===== config.mk =====
export PLATFORM = sky130hd
export DESIGN_NAME = tnn_seq_neuron
export DESIGN_NICKNAME = d
export VERILOG_FILES = /design/src/rtl/tnn_seq_neuron.sv
export SDC_FILE = /design/constraint.sdc
export NUM_CORES = 1
export LEC_CHECK = 0
export CORE_MARGIN = 1.5
export CORE_UTILIZATION = 53
export DETAILED_ROUTE_END_ITERATION = 12
export PLACE_DENSITY = 0.89
export SYNTH_ARGS = -nofsm -noshare
export SYNTH_HDL_FRONTEND = slang
export SYNTH_HIERARCHICAL = 1
export SYNTH_SLANG_ARGS = --single-unit

===== constraint.sdc =====
create_clock -name clk -period 9.3 [get_ports clk]
set_input_delay 1.86 -clock clk [delete_from_list [all_inputs] [get_ports clk]]
set_output_delay 1.86 -clock clk [all_outputs]
set_load 0.02 [all_outputs]

===== src/rtl/tnn_seq_neuron.sv =====
// Sequential ternary-weight neuron: accumulates +/- input elements LANES per cycle,
// then registers the signed margin and its threshold class against BIAS.

module tnn_seq_neuron_lane #(
  parameter int IN_W  = 2,
  parameter int ACC_W = 6
) (
  input  logic             en,
  input  logic             pos,
  input  logic [IN_W-1:0]  elem,
  output logic [ACC_W-1:0] term
);
  logic [ACC_W-1:0] mag;

  // zero-extend before negating so every element is treated as unsigned
  assign mag  = ACC_W'(elem);
  assign term = !en ? '0 : (pos ? mag : -mag);
endmodule

module tnn_seq_neuron #(
  parameter int              N_IN     = 7,
  parameter int              IN_W     = 2,
  parameter int              LANES    = 1,
  parameter logic [N_IN-1:0] POS_MASK = 7'b0011001,
  parameter int              BIAS     = 0,
  localparam int             ACC_W    = IN_W + $clog2(N_IN) + 1
) (
  input  logic                 clk,
  input  logic                 rst_n,
  input  logic                 flush,
  input  logic                 in_valid,
  output logic                 in_ready,
  input  logic [N_IN*IN_W-1:0] in_data,
  output logic                 out_valid,
  input  logic                 out_ready,
  output logic                 out_class,
  output logic [ACC_W-1:0]     out_margin
);
  localparam int IDX_W = $clog2(N_IN + LANES) + 1;
  localparam logic signed [ACC_W-1:0] BIAS_V = ACC_W'(BIAS);

  localparam logic [1:0] IDLE  = 2'd0;
  localparam logic [1:0] ACCUM = 2'd1;
  localparam logic [1:0] DONE  = 2'd2;

  logic [1:0]                  state;
  logic [IDX_W-1:0]            idx;
  logic signed [ACC_W-1:0]     acc;
  logic signed [ACC_W-1:0]     sum;
  logic [N_IN*IN_W-1:0]        sample;
  logic [LANES-1:0][ACC_W-1:0] term;
  logic                        last;

  assign in_ready  = (state == IDLE);
  assign out_valid = (state == DONE);
  assign last      = (int'(idx) + LANES >= N_IN);

  // lane j handles element idx+j; lanes past the last element contribute zero
  for (genvar j = 0; j < LANES; j++) begin : g_lane
    logic [IDX_W-1:0] e;
    assign e = idx + IDX_W'(j);

    tnn_seq_neuron_lane #(.IN_W(IN_W), .ACC_W(ACC_W)) u_lane (
      .en   (int'(e) < N_IN),
      .pos  (1'(POS_MASK >> e)),
      .elem (IN_W'(sample >> (e * IN_W))),
      .term (term[j])
    );
  end

  always_comb begin
    sum = acc;
    for (int j = 0; j < LANES; j++) sum = sum + $signed(term[j]);
  end

  always_ff @(posedge clk or negedge rst_n) begin
    if (!rst_n) begin
      state      <= IDLE;
      idx        <= '0;
      acc        <= '0;
      sample     <= '0;
      out_class  <= 1'b0;
      out_margin <= '0;
    end else if (flush) begin
      state <= IDLE;
      idx   <= '0;
      acc   <= '0;
    end else begin
      case (state)
        IDLE: if (in_valid) begin
          sample <= in_data;
          acc    <= '0;
          idx    <= '0;
          state  <= ACCUM;
        end
        ACCUM: begin
          acc <= sum;
          idx <= idx + IDX_W'(LANES);
          if (last) begin
            out_margin <= sum;
            out_class  <= (sum >= BIAS_V);
            state      <= DONE;
          end
        end
        DONE: if (out_ready) state <= IDLE;
        default: state <= IDLE;
      endcase
    end
  end
endmodule


==> impl_metrics.yaml <==
run_status:
  outcome: "complete, no violations"
timing:
  slew_viol_final: 0
  finClkSkew_ps: 5.053
  rsz0062_at_grt: "false"
  finalHoldViolCount: 0
  worstMarginPinSlew_ps: 928.0
  final.period_utilization: 0.3767
  fin_setup_tns_ps: 0
  max_slew_margin: 0.3787
  fmax_mhz: 285.4
  finalSetupViolCount: 0
  finalCriticalPeriod_ps: 3503
power_and_ir_drop:
  p_leak_uw: 0.0009779
  power.total_uw: 365.7
  clkPwrFrac: 0.303
  power_frac_comb: 0.225
  p_sw_uw: 95.98
  p_seq_frac: 0.472
  p_sw_frac: 0.2625
  ir_worst_vdd_v: 0.00009261
  powerDensity_nw_per_um2: 171.3
  intPower_uw: 269.7
clock_network:
  cts-root-buf: "clkbuf_4"
  cts_buffers: 5
  cts_tree: "yes"
  ctsLongestPathBuffers: 2
  cts_resized: 0
  cts_setup_buffers: 0
  clock-sinks: 33
  cts_htree_levels: 2
  hold_buffers: 0
  clkTransAtPathRegs_ps: 100
  clk_latency_ps: 330
route:
  via_per_inst: 5.514
  via_count: 1191
  dr.pass1.iters: 4
  drcViolationCount: 0
  wl_per_cell_um: 14.98
  drt_iter0_markers: 35
  drt-total-wl_um: 3236
  ant_nets: 0
worst_setup_path:
  crit_family: "buffers and inverters"
  worstSetupStartpoint: "state[0]"
  crit_buf_inv: 1
  critPathMaxStageDelay_ps: 610
  critPathMaxFanout: 6
  critPathSlowestCell: "clkdlybuf4s50_1"
  worstPathCellList: "and2b_2 -> clkdlybuf4s50_1"
  reg2reg_slack_ps: 5870
  r2r-start: "idx[0]"
  crit_required_ps: 7440
  start_kind: "flip-flop"
  cp.arrival_ps: 1640
  critPathKind: "flip-flop to primary output"
  worstSetupEndpointType: "primary output"
placed_design:
  numPortBuffers: 27
  place_congestion: 0.8426
  dp.final_hpwl_um: 2399
synth:
  synthesis.nets: 172
  yosys_warnings: 6
  synth_area_leaders: "dfrtp_1 (46%), mux2_2 (13%), ha_1 (6.3%), a22o_1 (3.4%), nor2_1 (2.7%)"
  ys_types: 32
  yosysSeqAreaShare: 0.4641
  avgSynthCellArea_um2: 12.44
  ys_seq_elements: 33
  syn_area_um2: 1779
  synth_top_area_frac: 0.4641
  synthCells: 143
  synth_largest_area_cell: "dfrtp_1"
global_routing:
  grt_pass1_wl_um: 5602
  grt.total_usage: 0.2069
  antenna_found_initial: 0
  first_global_vias: 1241
  overflow: 0
  grt_max_degree: 34
layout:
  nNetsFinal: 200
  area_growth_pct: 19.97
  final_core_util: 0.6824
  drive_above_1_share: 0.2151
  n_antenna_cell: 0
worst_hold_path:
  hp-start: "out_margin[3]"
  hold_path_class: "flip-flop to flip-flop"
die:
  die_h_um: 60.94
  dieWidth_um: 60.94
  core-area_um2: 3128
  rows: 20
  start_util: 0.5688
  fp.dieArea_um2: 3714
  ios: 28
job:
  maxCapViolations: 0
==> routing by layer <==
metal,global-route usage,up-vias,part of all wire
li1,-,566,-
met1,0.2531,597,0.44
met2,0.3625,21,0.51
met3,0.04051,7,0.025
met4,0.07453,0,0.017
met5,0,-,0
==> synthesized netlist by cell type, drive strengths merged <==
cell type	count
mux2	20
nor3b	2
and2	1
fa	1
mux4	2
nand2	3
nor4b	1
a41o	1
clkbuf	2
nor2b	1
nor2	13
a31oi	1
ha	9
o21ai	6
mux2i	4
a22o	7
a21o	3
dfrtp	33
xor2	4
inv	5
buf	5
a211oi	3
a21oi	7
nand3	1
or3b	1
xnor2	3
o21bai	1
and2b	2
nand4	1
==> state kept, by name, summed over array words and instances (netlist names) <==
register,flops
out_class,1
state,2
sample,14
out_margin,6
acc,6
idx,4
==> stage by stage <==
step           hold slack (ps)  worst slack (ps)  cell area, µm²  std cells
2_1_floorplan            472.3              6292            1779        143
3_3_place_gp             488.6              5544            2049        208
3_5_place_dp             494.4              5455            2049        208
4_1_cts                  519.4              5783            2135        216
5_1_grt                  530.5              5543            2135        216
6_report                 516.8              5797            2135        216
==> worst paths after layout <==
path                                 end  cells past startpoint
max                            out_valid                      2
min                        out_margin[3]                      1
max reg2reg                out_margin[5]                     12
min reg2reg                out_margin[3]                      1
max in group asynchronous         idx[1]                      2
min in group asynchronous  out_margin[5]                      2
==> power by group through the flow <==
stage          logic, µW  clock network (µW)  registers, µW
2_1_floorplan       64.2                   0            170
3_3_place_gp        78.3                   0            174
3_5_place_dp        82.6                   0            175
4_1_cts             83.2                 114            173
5_1_grt             91.6                 119            175
6_report            82.4                 111            172
==> cells in the final DEF, fill, tap and decap left out, drive strengths merged <==
master	n
buf	1
or3b	1
clkdlybuf4s50	27
nor2	13
ha	9
mux2i	4
a31oi	1
nand4	1
mux2	20
xor2	4
a21oi	7
dfrtp	33
nor3b	2
fa	1
mux4	2
xnor2	3
inv	5
a22o	7
and2	1
clkbuf	7
a21o	3
o21ai	6
bufinv	1
a41o	1
nor4b	1
nand3	1
nand2	3
a211oi	3
o21bai	1
nor2b	1
and2b	2
==> worst register-to-register path, stage by stage, from the launching register on <==
cell and delay (ps):
dfrtp_1 560, mux4_2 410, nor2_1 40, a211oi_1 330, inv_1 80, ha_1 190, nor3b_1 510, ha_1 390
o21ai_0 160, o21bai_1 80, a21oi_1 180, xnor2_1 120, mux2_2 280
==> final cells by class <==
| class | instances | area (µm²) |
|---|---|---|
| fill | 242 | 993.5 |
| timing repair buffer | 28 | 277.8 |
| sequential | 33 | 825.8 |
| multi-input combinational | 98 | 872.1 |
| inverter | 5 | 18.77 |
| clock inverter | 1 | 30.03 |
| clock buffer | 7 | 55.05 |
| tap | 44 | 55.05 |
==> cell families (layout without fill, tap and decap cells) <==
| kind of cell | Yosys count | after routing | synth area share |
|---|---|---|---|
| compound gates | 29 | 29 | 0.1188 |
| flops | 33 | 33 | 0.4641 |
| buf+inv | 12 | 41 | 0.04571 |
| simple gates | 26 | 26 | 0.08791 |
| xor+xnor | 7 | 7 | 0.03446 |
| fa+ha+maj | 10 | 10 | 0.07454 |
| mux | 26 | 26 | 0.1744 |
Note: power is estimated with default switching activity, not from simulation.
